**src/rtl/pong_engine_if.sv**
```systemverilog
// pong_engine_if: player controls in, game state out, shared by engine, key logic and renderer.
interface pong_engine_if;
  logic       pause;
  logic [1:0] keys_left;
  logic [1:0] keys_right;
  logic [9:0] pad_left;
  logic [9:0] pad_right;
  logic [9:0] ball_x;
  logic [8:0] ball_y;
  logic [3:0] score_left;
  logic [3:0] score_right;
  logic [1:0] state;
  logic       tick;
  modport master (
    output pause, keys_left, keys_right,
    input  pad_left, pad_right, ball_x, ball_y, score_left, score_right, state, tick
  );
  modport slave (
    input  pause, keys_left, keys_right,
    output pad_left, pad_right, ball_x, ball_y, score_left, score_right, state, tick
  );
endinterface

```
**src/rtl/pong_engine.sv**
```systemverilog
// pong_engine: Pong game state (paddles, ball, scores, serve/play/over) advanced on a divided tick enable.
module pong_engine #(
  parameter int SCREEN_W    = 640,
  parameter int SCREEN_H    = 480,
  parameter int PAD_W       = 8,
  parameter int PAD_H       = 64,
  parameter int PAD_DIST    = 16,
  parameter int BALL_SZ     = 8,
  parameter int PAD_SPEED   = 2,
  parameter int BALL_VX     = 2,
  parameter int TICK_DIV    = 200000,
  parameter int SERVE_TICKS = 60,
  parameter int MAX_SCORE   = 9
) (
  input logic clk,
  input logic rst,
  pong_engine_if.slave bus
);
  localparam int CNT_W = (TICK_DIV > 2) ? $clog2(TICK_DIV) : 1;
  localparam int SC_W  = $clog2(SERVE_TICKS + 1);
  localparam logic [CNT_W-1:0] T_LAST  = CNT_W'(TICK_DIV - 1);
  localparam logic [SC_W-1:0]  SC_LAST = SC_W'(SERVE_TICKS - 1);
  localparam logic [9:0] P_MAX  = 10'(SCREEN_H - PAD_H);
  localparam logic [9:0] P_SPD  = 10'(PAD_SPEED);
  localparam logic [9:0] P_HI   = P_MAX - P_SPD;
  localparam logic [9:0] P_INIT = 10'((SCREEN_H - PAD_H) / 2);
  localparam logic [9:0] CX     = 10'((SCREEN_W - BALL_SZ) / 2);
  localparam logic [8:0] CY     = 9'((SCREEN_H - BALL_SZ) / 2);
  localparam logic [3:0] MAX_S  = 4'(MAX_SCORE);
  localparam logic signed [11:0] V     = 12'(BALL_VX);
  localparam logic signed [11:0] V1    = 12'sd1;
  localparam logic signed [11:0] V2    = 12'sd2;
  localparam logic signed [11:0] LF    = 12'(PAD_DIST + PAD_W);
  localparam logic signed [11:0] RF    = 12'(SCREEN_W - PAD_DIST - PAD_W - BALL_SZ);
  localparam logic signed [11:0] X_MAX = 12'(SCREEN_W - BALL_SZ);
  localparam logic signed [11:0] Y_MAX = 12'(SCREEN_H - BALL_SZ);
  localparam logic signed [11:0] BS    = 12'(BALL_SZ);
  localparam logic signed [11:0] HB    = 12'(BALL_SZ / 2);
  localparam logic signed [11:0] PH    = 12'(PAD_H);
  localparam logic signed [11:0] Q1    = 12'(PAD_H / 4);
  localparam logic signed [11:0] Q3    = 12'(PAD_H - PAD_H / 4);
  typedef enum logic [1:0] {SERVE = 2'b00, PLAY = 2'b01, OVER = 2'b10} state_t;
  logic [CNT_W-1:0] cnt;
  logic [SC_W-1:0] sc;
  logic [9:0] pl, pr, bx;
  logic [8:0] by;
  logic [3:0] sl, sr, sl_inc, sr_inc;
  logic signed [11:0] vx, vy, vy_w, bx_e, by_e, pl_e, pr_e, nx, ny, rel;
  logic last, hit_l, hit_r, score_l, score_r, wall;
  state_t st;
  function automatic logic [9:0] pad_mv(input logic [9:0] p, input logic [1:0] k);
    return k == 2'b10 ? (p < P_SPD ? 10'd0 : p - P_SPD) :
           k == 2'b01 ? (p > P_HI ? P_MAX : p + P_SPD) : p;
  endfunction
  assign last = cnt == T_LAST;
  assign bx_e = $signed({2'b00, bx});
  assign by_e = $signed({3'b000, by});
  assign pl_e = $signed({2'b00, pl});
  assign pr_e = $signed({2'b00, pr});
  assign sl_inc = sl + 4'd1;
  assign sr_inc = sr + 4'd1;
  // Hit tests use the paddle positions from before this tick's moves.
  always_comb begin
    nx = bx_e + vx;
    ny = by_e + vy;
    hit_l = vx < 12'sd0 && nx <= LF && bx_e >= LF && by_e + BS > pl_e && by_e < pl_e + PH;
    hit_r = vx > 12'sd0 && nx >= RF && bx_e <= RF && by_e + BS > pr_e && by_e < pr_e + PH;
    rel = by_e + HB - (hit_l ? pl_e : pr_e);
    wall = ny <= 12'sd0 || ny >= Y_MAX;
    vy_w = wall ? -vy : vy;
    score_l = !hit_r && nx >= X_MAX;
    score_r = !hit_l && nx <= 12'sd0;
  end
  always_ff @(posedge clk or negedge rst) begin
    if (!rst) begin
      cnt <= '0;
      sc <= '0;
      pl <= P_INIT;
      pr <= P_INIT;
      bx <= CX;
      by <= CY;
      vx <= V;
      vy <= V1;
      sl <= '0;
      sr <= '0;
      st <= SERVE;
    end else begin
      cnt <= last ? '0 : cnt + CNT_W'(1);
      if (last && !bus.pause) begin
        if (st != OVER) begin
          pl <= pad_mv(pl, bus.keys_left);
          pr <= pad_mv(pr, bus.keys_right);
        end
        case (st)
          SERVE: begin
            sc <= sc == SC_LAST ? '0 : sc + SC_W'(1);
            st <= sc == SC_LAST ? PLAY : SERVE;
          end
          PLAY: begin
            by <= (ny <= 12'sd0) ? 9'd0 : (ny >= Y_MAX) ? Y_MAX[8:0] : ny[8:0];
            vy <= (hit_l || hit_r) ? (rel < Q1 ? -V2 : rel >= Q3 ? V2 : vy_w < 12'sd0 ? -V1 : V1) : vy_w;
            if (hit_l || hit_r) begin
              bx <= hit_l ? LF[9:0] : RF[9:0];
              vx <= hit_l ? V : -V;
            end else if (score_l || score_r) begin
              sl <= score_l ? sl_inc : sl;
              sr <= score_r ? sr_inc : sr;
              st <= (score_l ? sl_inc : sr_inc) == MAX_S ? OVER : SERVE;
              bx <= CX;
              by <= CY;
              vx <= score_l ? V : -V;
              vy <= V1;
            end else begin
              bx <= nx[9:0];
            end
          end
          default: begin
            if (bus.keys_left == 2'b11 && bus.keys_right == 2'b11) begin
              sl <= '0;
              sr <= '0;
              st <= SERVE;
            end
          end
        endcase
      end
    end
  end
  assign bus.pad_left    = pl;
  assign bus.pad_right   = pr;
  assign bus.ball_x      = bx;
  assign bus.ball_y      = by;
  assign bus.score_left  = sl;
  assign bus.score_right = sr;
  assign bus.state       = st;
  assign bus.tick        = last;
endmodule

```
**src/flat_wrapper.sv**
```systemverilog
// flat-port wrapper written by rule: the top's interface ports become plain ports
module pong_engine_flat 
#(
  parameter int SCREEN_W    = 640,
  parameter int SCREEN_H    = 480,
  parameter int PAD_W       = 8,
  parameter int PAD_H       = 64,
  parameter int PAD_DIST    = 16,
  parameter int BALL_SZ     = 8,
  parameter int PAD_SPEED   = 2,
  parameter int BALL_VX     = 2,
  parameter int TICK_DIV    = 200000,
  parameter int SERVE_TICKS = 60,
  parameter int MAX_SCORE   = 9
)
  (clk, rst, bus_pause, bus_keys_left, bus_keys_right, bus_pad_left, bus_pad_right, bus_ball_x, bus_ball_y, bus_score_left, bus_score_right, bus_state, bus_tick);
  pong_engine_if bus_i ();
  input logic clk;
  input logic rst;
  input wire logic [$bits(bus_i.pause)-1:0] bus_pause;
  input wire logic [$bits(bus_i.keys_left)-1:0] bus_keys_left;
  input wire logic [$bits(bus_i.keys_right)-1:0] bus_keys_right;
  output wire logic [$bits(bus_i.pad_left)-1:0] bus_pad_left;
  output wire logic [$bits(bus_i.pad_right)-1:0] bus_pad_right;
  output wire logic [$bits(bus_i.ball_x)-1:0] bus_ball_x;
  output wire logic [$bits(bus_i.ball_y)-1:0] bus_ball_y;
  output wire logic [$bits(bus_i.score_left)-1:0] bus_score_left;
  output wire logic [$bits(bus_i.score_right)-1:0] bus_score_right;
  output wire logic [$bits(bus_i.state)-1:0] bus_state;
  output wire logic [$bits(bus_i.tick)-1:0] bus_tick;
  assign bus_i.pause = bus_pause;
  assign bus_i.keys_left = bus_keys_left;
  assign bus_i.keys_right = bus_keys_right;
  assign bus_pad_left = bus_i.pad_left;
  assign bus_pad_right = bus_i.pad_right;
  assign bus_ball_x = bus_i.ball_x;
  assign bus_ball_y = bus_i.ball_y;
  assign bus_score_left = bus_i.score_left;
  assign bus_score_right = bus_i.score_right;
  assign bus_state = bus_i.state;
  assign bus_tick = bus_i.tick;
  pong_engine #(.SCREEN_W(SCREEN_W), .SCREEN_H(SCREEN_H), .PAD_W(PAD_W), .PAD_H(PAD_H), .PAD_DIST(PAD_DIST), .BALL_SZ(BALL_SZ), .PAD_SPEED(PAD_SPEED), .BALL_VX(BALL_VX), .TICK_DIV(TICK_DIV), .SERVE_TICKS(SERVE_TICKS), .MAX_SCORE(MAX_SCORE)) u_core (.clk(clk), .rst(rst), .bus(bus_i));
endmodule
```
**config.mk**
```make
export PLATFORM = sky130hd
export DESIGN_NAME = pong_engine_flat
export DESIGN_NICKNAME = d
export VERILOG_FILES = /design/src/rtl/pong_engine_if.sv /design/src/rtl/pong_engine.sv /design/src/flat_wrapper.sv
export SDC_FILE = /design/constraint.sdc
export NUM_CORES = 1
export LEC_CHECK = 0
export CAP_MARGIN = 10
export CELL_PAD_IN_SITES_DETAIL_PLACEMENT = 1
export CELL_PAD_IN_SITES_GLOBAL_PLACEMENT = 1
export CORE_MARGIN = 10
export CORE_UTILIZATION = 46
export DETAILED_ROUTE_END_ITERATION = 8
export PLACE_DENSITY = 0.79
export SETUP_SLACK_MARGIN = 0.05
export SLEW_MARGIN = 0
export SYNTH_ARGS = -nofsm -noshare
export SYNTH_HDL_FRONTEND = slang
export SYNTH_SLANG_ARGS = --single-unit
```
**constraint.sdc**
```tcl
create_clock -name clk -period 5.65 [get_ports clk]
set_clock_uncertainty 0.2 [all_clocks]
set_input_delay 1.13 -clock clk [delete_from_list [all_inputs] [get_ports clk]]
set_output_delay 1.13 -clock clk [all_outputs]
set_load 0.03 [all_outputs]
```
# After elaboration in Yosys (flattened, before gate mapping)

Cells that the tools add are included.

Logic and storage cells: 141
Register bits: 97
Output and inout bits: 50

$lt $le $gt $ge: 21
Bitwise operators: 1
Eq/ne operators: 15
Muxes and demuxes: 45
Reduce and logical (&&, ||, !) cells: 32
$add $sub $neg: 16

Operators by type and width:

| kind                  | count |
|---|---|
| $mux 12               | 11 |
| $mux 10               | 12 |
| $mux 9                | 4 |
| $mux 4                | 8 |
| $ge 12x11->1 const B  | 2 |
| $gt 12x11->1          | 2 |
| $le 12x1->1 const B   | 2 |
| $lt 10x12->1          | 2 |
| $lt 12x1->1 const B   | 2 |
| $add 10x7->11 const B | 2 |
| $add 10x2->10 const B | 2 |
| $gt 10x9->1 const B   | 2 |
| $lt 10x2->1 const B   | 2 |
| $sub 10x2->10 const B | 2 |
| $add 18x1->18 const B | 1 |
| $eq 18x18->1 const B  | 1 |
| $mux 18               | 1 |
| $pmux 4 s2            | 2 |
| $add 10x12->12        | 1 |
| $add 11x12->12        | 1 |
| $ge 12x10->1 const B  | 1 |
| $ge 12x7->1 const B   | 1 |
| $gt 12x1->1 const B   | 1 |
| $le 12x6->1 const B   | 1 |
| 30 further kinds      | 64 |

# Depth between registers and ports, before layout

Gate-level depths: netlist of the first run.

Word-level depth: 14
Gate-level depth with buffers: 23
Mapped depth without buffers: 23

# Worst setup path before layout of the first run

No wires, ideal clock.

Path type: register to register
From: register u_core.bx[1], in the netlist u_core.bus.ball_x[1]
To: register u_core.vy[9]
Period minus slack after synthesis: 5091 ps
Path slack: 559 ps
Data required time: 5296 ps
Library setup time: 154 ps
Data arrival time: 4737 ps
Cell stages (with the launch flop): 21
Path through: dfrtp_1 fa_1 a211oi_2 o21ai_1 a211oi_2 nor3_1 a41o_1 nand2_1 clkbuf_1 nor2_1 a21oi_1 ha_1 a21o_1 a21oi_1 o21ai_0 a31oi_1 xnor2_1 a211o_1 a31oi_1 o21bai_1 o211ai_1

Cells in the longest elaborated chain, start to end: 14
Elaborated cells on any way between the ends: 30

Ends and longest elaborated chain:

| element                        | line               | source |
|---|---|---|
| from (decl)                    | pong_engine.sv:45  | `logic [9:0] pl, pr, bx;` |
| from (signal assigned)         | pong_engine.sv:103 | `bx <= hit_l ? LF[9:0] : RF[9:0];` |
| from (signal assigned)         | pong_engine.sv:114 | `bx <= nx[9:0];` |
| $add 11x12->12                 | pong_engine.sv:64  | `nx = bx_e + vx;` |
| $le 12x6->1                    | pong_engine.sv:66  | `hit_l = vx < 12'sd0 && nx <= LF && bx_e >= LF && by_e + BS > pl_e && by_e < pl_e + PH;` |
| $logic_and 1x1->1 (4 in a row) | pong_engine.sv:66  |  |
| $mux 10                        | pong_engine.sv:68  | `rel = by_e + HB - (hit_l ? pl_e : pr_e);` |
| $sub 12x12->12                 | pong_engine.sv:68  |  |
| $ge 12x7->1                    | pong_engine.sv:101 | `vy <= (hit_l \|\| hit_r) ? (rel < Q1 ? -V2 : rel >= Q3 ? V2 : vy_w < 12'sd0 ? -V1 : V1) : vy_w;` |
| $mux 12 (3 in a row)           | pong_engine.sv:101 |  |
| $mux 12                        | pong_engine.sv:105 | `end else if (score_l \|\| score_r) begin` |
| $mux 12 (*)                    | pong_engine.sv:102 | `if (hit_l \|\| hit_r) begin` |
| to (signal assigned)           | pong_engine.sv:101 |  |
| to (decl)                      | pong_engine.sv:48  | `logic signed [11:0] vx, vy, vy_w, bx_e, by_e, pl_e, pr_e, nx, ny, rel;` |

Every way passes the cells marked *; elsewhere a longest branch is shown, timed or not.
A chain may end at the register's enable or synchronous reset.

# Worst setup path after layout of the first run

From: register u_core.by[3], in the netlist u_core.bus.ball_y[3]
To: register u_core.vy[11]

Cells in the longest elaborated chain, start to end: 12
Elaborated cells on any way between the ends: 32

Ends and longest elaborated chain:

| element                        | line                                 | source |
|---|---|---|
| from (decl)                    | pong_engine.sv:46                    | `logic [8:0] by;` |
| from (signal assigned)         | pong_engine.sv:100                   | `by <= (ny <= 12'sd0) ? 9'd0 : (ny >= Y_MAX) ? Y_MAX[8:0] : ny[8:0];` |
| $add 9x4->10                   | pong_engine.sv:66, pong_engine.sv:67 |  |
| $gt 12x11->1                   | pong_engine.sv:66                    |  |
| $logic_and 1x1->1 (2 in a row) | pong_engine.sv:66                    |  |
| $mux 10                        | pong_engine.sv:68                    |  |
| $sub 12x12->12                 | pong_engine.sv:68                    |  |
| $ge 12x7->1                    | pong_engine.sv:101                   |  |
| $mux 12 (3 in a row)           | pong_engine.sv:101                   |  |
| $mux 12                        | pong_engine.sv:105                   |  |
| $mux 12 (*)                    | pong_engine.sv:102                   |  |

Marks and branches as above.

==> results.json, run 1 <==
{
  "timing.critical_path.buf_inv": 1,
  "floorplan.initialDensity_pct": 47.2,
  "antenna_found_initial": 0,
  "power_leakage_nw": 3.91,
  "post_route_cells_drive_above_1_share_pct": 7.86,
  "r2r-end": "u_core.vy[11]",
  "synth_warn": 0,
  "die_w_um": 151,
  "cts_inserted_buffers": 9,
  "cap_viol_max_count": 0,
  "cp_max_fo": 14,
  "syn_avg_cell_area_um2": 8.17,
  "power.share.combinational_pct": 19.8,
  "grt_use_met2_pct": 38.4,
  "detail_route.wirelength_um": 26000,
  "layout.cells.most_common": "o21ai_0",
  "dpl.cell_count": 1222,
  "timing.final.crit_period_ns": 5.20,
  "cp.arrival_ns": 5.28,
  "hold_buffers": 0,
  "first_iter_violations": 483,
  "cts_sinks": 83,
  "grt_pass1_vias": 7882,
  "detailedRoute.firstPassIterationCount": 6,
  "post-route-period-util_pct": 92.1,
  "number_of_synthesized_flops_with_an_enable_pin": 0,
  "antenna-diode-count": 0,
  "timing.critical_path.required_ns": 5.73,
  "synth_top_cell_area_share_pct": 20.9,
  "synth_top_cell_by_area": "dfrtp_1",
  "tightest_pin_transition_ns": 1.20,
  "holdCritPathClass": "register to register",
  "detail-route-antenna-nets": 0,
  "synth.distinct_cells": 78,
  "series_of_cell_instances_along_the_critical_path": "ha_1 -> and3_1 -> xor2_1 -> ha_1 -> nand4_1 -> a211oi_1 -> nor2_1 -> a211oi_1 -> o311a_1 -> nand2_2 -> buf_4 -> nor2_1 -> a21oi_1 -> ha_1 -> nor2b_2 -> o21ai_0 -> a21boi_0 -> mux2i_1 -> a211o_1 -> a211o_1 -> a31oi_1 -> o21bai_4 -> o211ai_1",
  "worst_slew_margin_rel_pct": 19.5,
  "worst_skew_pair.late_latency_ns": 0.37,
  "global_route.peak_usage_layer": "met2",
  "fin_tns_setup_ns": 0,
  "io-pin-count": 57,
  "achievable-frequency_ghz": 0.192,
  "switching_power_mw": 0.539,
  "grt_setup_unrepaired": "no",
  "worstReg2RegStart": "u_core.bus.ball_y[3]",
  "worst-setup-path-type": "register to register",
  "synth_top_flop_cell": "dfrtp_1",
  "power.internal_mw": 1.05,
  "synth-seq-cells": 83,
  "die_h_um": 151,
  "core_region_area_mm2": 0.0167,
  "cts.path.max_buffers": 2,
  "final_cell_mix": "o21ai_0 (79), ha_1 (78), nor2_1 (77)",
  "tritoncts_clock_tree": "built",
  "clkPwrFrac_pct": 39.6,
  "hold_path.startpoint": "u_core.cnt[4]",
  "power_density_mw_per_mm2": 176,
  "ir_drop_mv": 0.134,
  "seq_area_frac_synth_pct": 26.6,
  "die-area_mm2": 0.0228,
  "std_cell_rows": 47,
  "crit_path_start_kind": "register",
  "drt_drc_violations_left": 0,
  "hold_depth": 1,
  "seq_power_share_pct": 40.5,
  "timing.critical_path.max_delay_family": "compound AO/OA/AOI/OAI gates",
  "grt.overflow.total": 0,
  "crit_path_top_delay_cell": "dfstp_2",
  "finalHoldViolations": 0,
  "wl_per_cell_um": 21.0,
  "grt_util_met3_pct": 2.48,
  "power_switching_share_pct": 34.0,
  "global_routing_usage_summed_across_all_routing_layers_pct": 23.1,
  "place_congestion": 0.939,
  "num-nets-final": 1101,
  "worst-r2r-setup-slack_ns": 0.45,
  "timing.reg2reg.worst_path_depth": 23,
  "met1_usage_pct": 31.3,
  "syn_to_final_growth_pct": 14.2,
  "syn-cell-area_mm2": 0.00789,
  "grt_start_max_net_pins": 49,
  "cts.root.buffer_cell": "clkbuf_16",
  "slew_violations": 0,
  "post_synth_inst_count": 966,
  "cpPeakStageDelay_ns": 0.54,
  "crit_path_frequent_cell": "ha_1",
  "async_flop_share_pct": 100,
  "timing.critical_path.to_type": "register",
  "dr_total_vias": 7692,
  "grt_first_pass_wirelength_um": 42700,
  "place_hpwl_um": 19900,
  "hold_end": "u_core.cnt[4]",
  "final_non_filler_cell_total": 1238,
  "status": "finished, final reports clean",
  "setup_viol": 0,
  "clkTransAtPathRegs_ns": 0.07,
  "number_of_h_tree_branching_levels": 3,
  "io_buffers": 53,
  "vias_per_cell": 6.21,
  "yosys-top-cells-area": "dfrtp_1 (21%), ha_1 (13%), dfstp_2 (5.7%)"
}
[worst register-to-register path, stage by stage, from the launching register on]
cell and delay [ns]:
dfstp_2 0.54, ha_1 0.21, and3_1 0.24, xor2_1 0.11, ha_1 0.30, nand4_1 0.14
a211oi_1 0.20, nor2_1 0.09, a211oi_1 0.22, o311a_1 0.29, nand2_2 0.16, buf_4 0.22
nor2_1 0.10, a21oi_1 0.06, ha_1 0.38, nor2b_2 0.20, o21ai_0 0.10, a21boi_0 0.20
mux2i_1 0.13, a211o_1 0.26, a211o_1 0.27, a31oi_1 0.26, o21bai_4 0.17, o211ai_1 0.11
[state kept, by name, indices dropped and copies added, names as in the netlist]
name and count:
u_core.cnt 18, u_core.vy 12, u_core.bus.ball_x 9, u_core.bus.ball_y 9, u_core.bus.pad_left 9, u_core.bus.pad_right 9, u_core.sc 6, u_core.bus.score_left 4
u_core.bus.score_right 4, u_core.bus.state 2, u_core.vx 1
[through the flow]
stage | cell area, um^2 | setup slack (ns) | hold slack [ns] | util [%] | power [mW]
final | 9010 | 0.446 | 0.283 | 53.9 | 1.59
after global routing | 9010 | 0.0339 | 0.310 | 53.9 | 1.65
after CTS | 8970 | 0.264 | 0.283 | 53.7 | 1.59
after detailed placement | 8670 | 0.0976 | 0.268 | 51.9 | 0.963
after global placement | 8670 | 0.272 | 0.256 | 51.9 | 0.956
after floorplan | 7900 | 0.559 | 0.238 | - | 0.854
[cells in the mapped netlist (4+ instances only)]
cell type	n
o21ai_0	80
ha_1	79
nor2_1	77
nand2_1	73
a21oi_1	71
dfrtp_1	66
inv_1	47
nand3_1	40
clkbuf_1	28
xnor2_1	25
nor3_1	24
a21o_1	20
a211oi_1	19
xor2_1	18
and3_1	17
dfstp_2	17
nor4_1	17
nand4_1	15
o211ai_1	15
a31oi_1	13
o21a_1	13
o31ai_1	13
a211o_1	9
nor2b_1	9
or4_1	9
and2_1	8
nor3b_1	8
or3_1	8
a22o_1	7
nand2b_1	7
mux2i_1	6
nor4b_1	6
o221ai_1	6
or2_2	6
a21boi_0	5
a22oi_1	5
o211a_1	5
o22ai_1	5
a221oi_1	4
buf_2	4
buf_4	4
[cells by family (layout without fill, tap and decap cells)]
| logic type | count (synthesis) | count (layout) | share of synthesized area (%) |
|---|---|---|---|
| and+or+nand+nor | 335 | 335 | 21.6 |
| buffers and inverters | 88 | 138 | 4.73 |
| other | 1 | 3 | 0.0475 |
| muxes | 8 | 8 | 1.05 |
| adders and majority gates | 81 | 81 | 13.0 |
| DFF | 83 | 83 | 26.6 |
| AOI/OAI and AO/OA | 327 | 327 | 28.2 |
| xor gates and xnor gates | 43 | 43 | 4.77 |
[how the worst max path moves through the flow]
| stage | from | to | slack [ns] | depth (start not counted) |
|---|---|---|---|---|
| 3_5_place_dp | u_core.vx[10] | u_core.vy[10] | 0.1 | 19 |
| 3_3_place_gp | u_core.vx[10] | u_core.vy[11] | 0.27 | 19 |
| 5_1_grt | u_core.vx[10] | u_core.vy[9] | 0.03 | 20 |
| 4_1_cts | u_core.vx[10] | u_core.vy[11] | 0.26 | 20 |
| 6_report | u_core.bus.ball_y[3] | u_core.vy[11] | 0.45 | 23 |
| 2_1_floorplan | u_core.bus.ball_x[1] | u_core.vy[9] | 0.56 | 20 |
[metal layers]
layer	part of all wire, %	vias up
li1	-	3730
met1	48	3828
met2	48	110
met3	3.0	24
met4	1.4	0
met5	0	-
[area by class of cell]
cell class	count	area, um^2
fillers	2055	7690
flip-flops and latches	83	2100
clock inverters	7	76.3
multi-input cells	797	5470
repair buffers	74	686
well taps	220	275
clock buffers	9	225
inverters	48	180
[power groups by stage]
stage,sequential (mW),clock [mW],combinational [mW]
2_1_floorplan,0.662,0,0.193
4_1_cts,0.642,0.638,0.312
6_report,0.642,0.629,0.314
3_3_place_gp,0.652,0,0.304
5_1_grt,0.645,0.659,0.350
3_5_place_dp,0.653,0,0.310
[repair_timing]
| action | in CTS | in global routing |
|---|---|---|
| setup buffers | 0 | 0 |
| setup endpoints to repair | 3 | 12 |
| resized for setup | 1 | 8 |
(Power assumes the default switching activity.)
==> run 2, diff against run 1 <==
--- a/config.mk
+++ b/config.mk
@@ -5,14 +5,16 @@
 export SDC_FILE = /design/constraint.sdc
 export NUM_CORES = 1
 export LEC_CHECK = 0
+export ABC_AREA = 1
 export CAP_MARGIN = 10
 export CELL_PAD_IN_SITES_DETAIL_PLACEMENT = 1
 export CELL_PAD_IN_SITES_GLOBAL_PLACEMENT = 1
 export CORE_MARGIN = 10
-export CORE_UTILIZATION = 46
+export CORE_UTILIZATION = 44
 export DETAILED_ROUTE_END_ITERATION = 8
-export PLACE_DENSITY = 0.79
+export PLACE_DENSITY = 0.8
 export SETUP_SLACK_MARGIN = 0.05
+export SKIP_LAST_GASP = 1
 export SLEW_MARGIN = 0
 export SYNTH_ARGS = -nofsm -noshare
 export SYNTH_HDL_FRONTEND = slang
==> results.json, run 2 <==
{
  "worst-r2r-setup-slack_ns": 0.34,
  "post-route-period-util_pct": 93.9,
  "synth_warn": 0,
  "die_h_um": 157,
  "cts.root.buffer_cell": "clkbuf_16",
  "cts_inserted_buffers": 9,
  "first_iter_violations": 399,
  "synth-seq-cells": 83,
  "grt_first_pass_wirelength_um": 43800,
  "hold_path.startpoint": "u_core.cnt[0]",
  "detail_route.wirelength_um": 27100,
  "detailedRoute.firstPassIterationCount": 5,
  "syn-cell-area_mm2": 0.00830,
  "finalWorstSetupSlack_ns": 0.345,
  "synth_top_family_by_area": "simple AND/OR/NAND/NOR gates",
  "die-area_mm2": 0.0248,
  "syn_to_final_growth_pct": 13.3,
  "wl_per_cell_um": 17.5,
  "layout.cells.most_common": "nand2_1",
  "std_cell_rows": 50,
  "timing.critical_path.to_type": "register",
  "dpl_worst_slack_ns": 0.343,
  "placed_cell_area_mm2": 0.00906,
  "cp_max_fo": 21,
  "number_of_h_tree_branching_levels": 3,
  "setup_viol": 0,
  "synth_top_cell_area_share_pct": 19.9,
  "hold_depth": 1,
  "cts.path.max_buffers": 2,
  "grt_pass1_vias": 8513,
  "critical_path.startpoint": "u_core.bus.ball_y[3]",
  "synth_fa_ha_area_share_pct": 12.4,
  "r2r-end": "u_core.vy[2]",
  "tritoncts_clock_tree": "built",
  "synth_top_cell_by_area": "dfrtp_1",
  "biggestRegsByFlops": "u_core.cnt: 18 flops, u_core.vy: 12 flops",
  "ir_drop_mv": 0.149,
  "synth_top_flop_cell": "dfrtp_1",
  "async_flop_share_pct": 100,
  "synth.most_common_cell": "nand2_1",
  "top_register": "u_core.cnt",
  "final.hold.worst_slack_ns": 0.259,
  "timing.final.crit_period_ns": 5.31,
  "synthXorXnorAreaFrac_pct": 4.94,
  "worst-setup-path-type": "register to register",
  "syn_avg_cell_area_um2": 6.64,
  "core_region_area_mm2": 0.0186,
  "slew_violations": 0,
  "num-nets-final": 1397,
  "vias_per_cell": 5.45,
  "holdCritPathClass": "register to register",
  "post_route_cells_drive_above_1_share_pct": 7.61,
  "dr_total_vias": 8442,
  "cap_viol_max_count": 0,
  "detail-route-antenna-nets": 0,
  "die_w_um": 157,
  "global_routing_usage_summed_across_all_routing_layers_pct": 21.8,
  "grt.overflow.total": 0,
  "worst_skew_pair.late_latency_ns": 0.36,
  "compound_gate_fraction_of_synth_area_pct": 11.9,
  "postLayoutCoreUtil_pct": 50.5,
  "hold_end": "u_core.cnt[0]",
  "place_congestion": 0.851,
  "crit_path_frequent_cell": "nand2_1",
  "crit_path_start_kind": "register",
  "power_leakage_nw": 4.91,
  "yosys-top-cells-area": "dfrtp_1 (20%), nand2_1 (16%), ha_1 (12%)",
  "timing.reg2reg.worst_path_depth": 29,
  "grt_start_max_net_pins": 48,
  "cp.arrival_ns": 5.34,
  "post_synth_inst_count": 1251,
  "cts_sinks": 83,
  "synthTopCellsByCount": "nand2_1 (344), inv_1 (189), nor2_1 (106), nand3_1 (96), ha_1 (79)",
  "worst_slew_margin_rel_pct": 55.9,
  "worstReg2RegStart": "u_core.bus.ball_y[3]",
  "power_density_mw_per_mm2": 157,
  "final_cell_mix": "nand2_1 (344), inv_1 (189), nor2_1 (105)",
  "largest_register_ffs": 18,
  "drt_drc_violations_left": 0,
  "tightest_pin_transition_ns": 0.656,
  "number_of_synthesized_flops_with_an_enable_pin": 0,
  "timing.critical_path.max_delay_family": "simple AND/OR/NAND/NOR gates",
  "achievable-frequency_ghz": 0.188,
  "finalHoldViolations": 0,
  "place_hpwl_um": 21300,
  "fin_tns_setup_ns": 0,
  "design_area_mm2": 0.00941,
  "antenna_found_initial": 0,
  "seq_area_frac_synth_pct": 25.3,
  "antenna-diode-count": 0,
  "floorplan.initialDensity_pct": 44.5,
  "synth.distinct_cells": 62,
  "crit_path_top_delay_cell": "dfstp_2",
  "cpPeakStageDelay_ns": 0.58,
  "io-pin-count": 57,
  "post_synth_mux_area_share_pct": 0,
  "yosys.area_share.simple_pct": 35.2,
  "io_buffers": 53,
  "status": "finished, final reports clean",
  "clkTransAtPathRegs_ns": 0.07,
  "timing.critical_path.buf_inv": 0,
  "timing.critical_path.required_ns": 5.69
}
## run 2: stage by stage
stage | total power, mW | instances
final | 1.48 | 1548
after global routing | 1.53 | 1548
after CTS | 1.48 | 1545
after detailed placement | 0.841 | 1529
after global placement | 0.836 | 1529
after floorplan | 0.764 | 1253
## run 2: routing by layer
| metal | global-route usage (%) | wire, um | up-vias |
|---|---|---|---|
| li1 | - | - | 4191 |
| met1 | 28.4 | 12800 | 4097 |
| met2 | 37.2 | 13000 | 124 |
| met3 | 2.62 | 867 | 30 |
| met4 | 5.79 | 420 | 0 |
| met5 | 0 | 0 | - |
## run 2: repair_timing
item                       CTS  global route
setup endpoints to repair    0            12
hold buffers                 0             0
resized for setup            0             4
setup buffers                0             3
## run 2: worst max path at each step
stage / end / slack, ns / cells past startpoint
after floorplan: u_core.vy[11] / 1.17 / 27
after global placement: u_core.vy[9] / 0.41 / 28
after detailed placement: u_core.vy[2] / 0.34 / 29
after CTS: u_core.vy[2] / 0.23 / 29
after global routing: u_core.vy[7] / -0.04 / 29
final: u_core.vy[2] / 0.34 / 29
## run 2: layout make-up
cell class	count	area [um^2]
flip-flops and latches	83	2100
inverters	196	736
clock inverters	6	70.1
repair buffers	62	596
fillers	2502	9240
multi-input cells	957	5380
well taps	234	293
clock buffers	10	239
## run 2: cell families after synthesis
| kind of cell | count (synthesis) |
|---|---|
| buf+inv | 213 |
| other cells | 1 |
| xor+xnor | 46 |
| fa+ha+maj | 81 |
| compound gates | 171 |
| flops | 83 |
| simple gates | 656 |
## run 2: power by group
group,leakage (nW),internal [mW],switching (mW),total [mW]
Clock,0.154,0.361,0.281,0.643
Combinational,3.76,0.0719,0.138,0.210
Sequential,0.994,0.604,0.0196,0.624
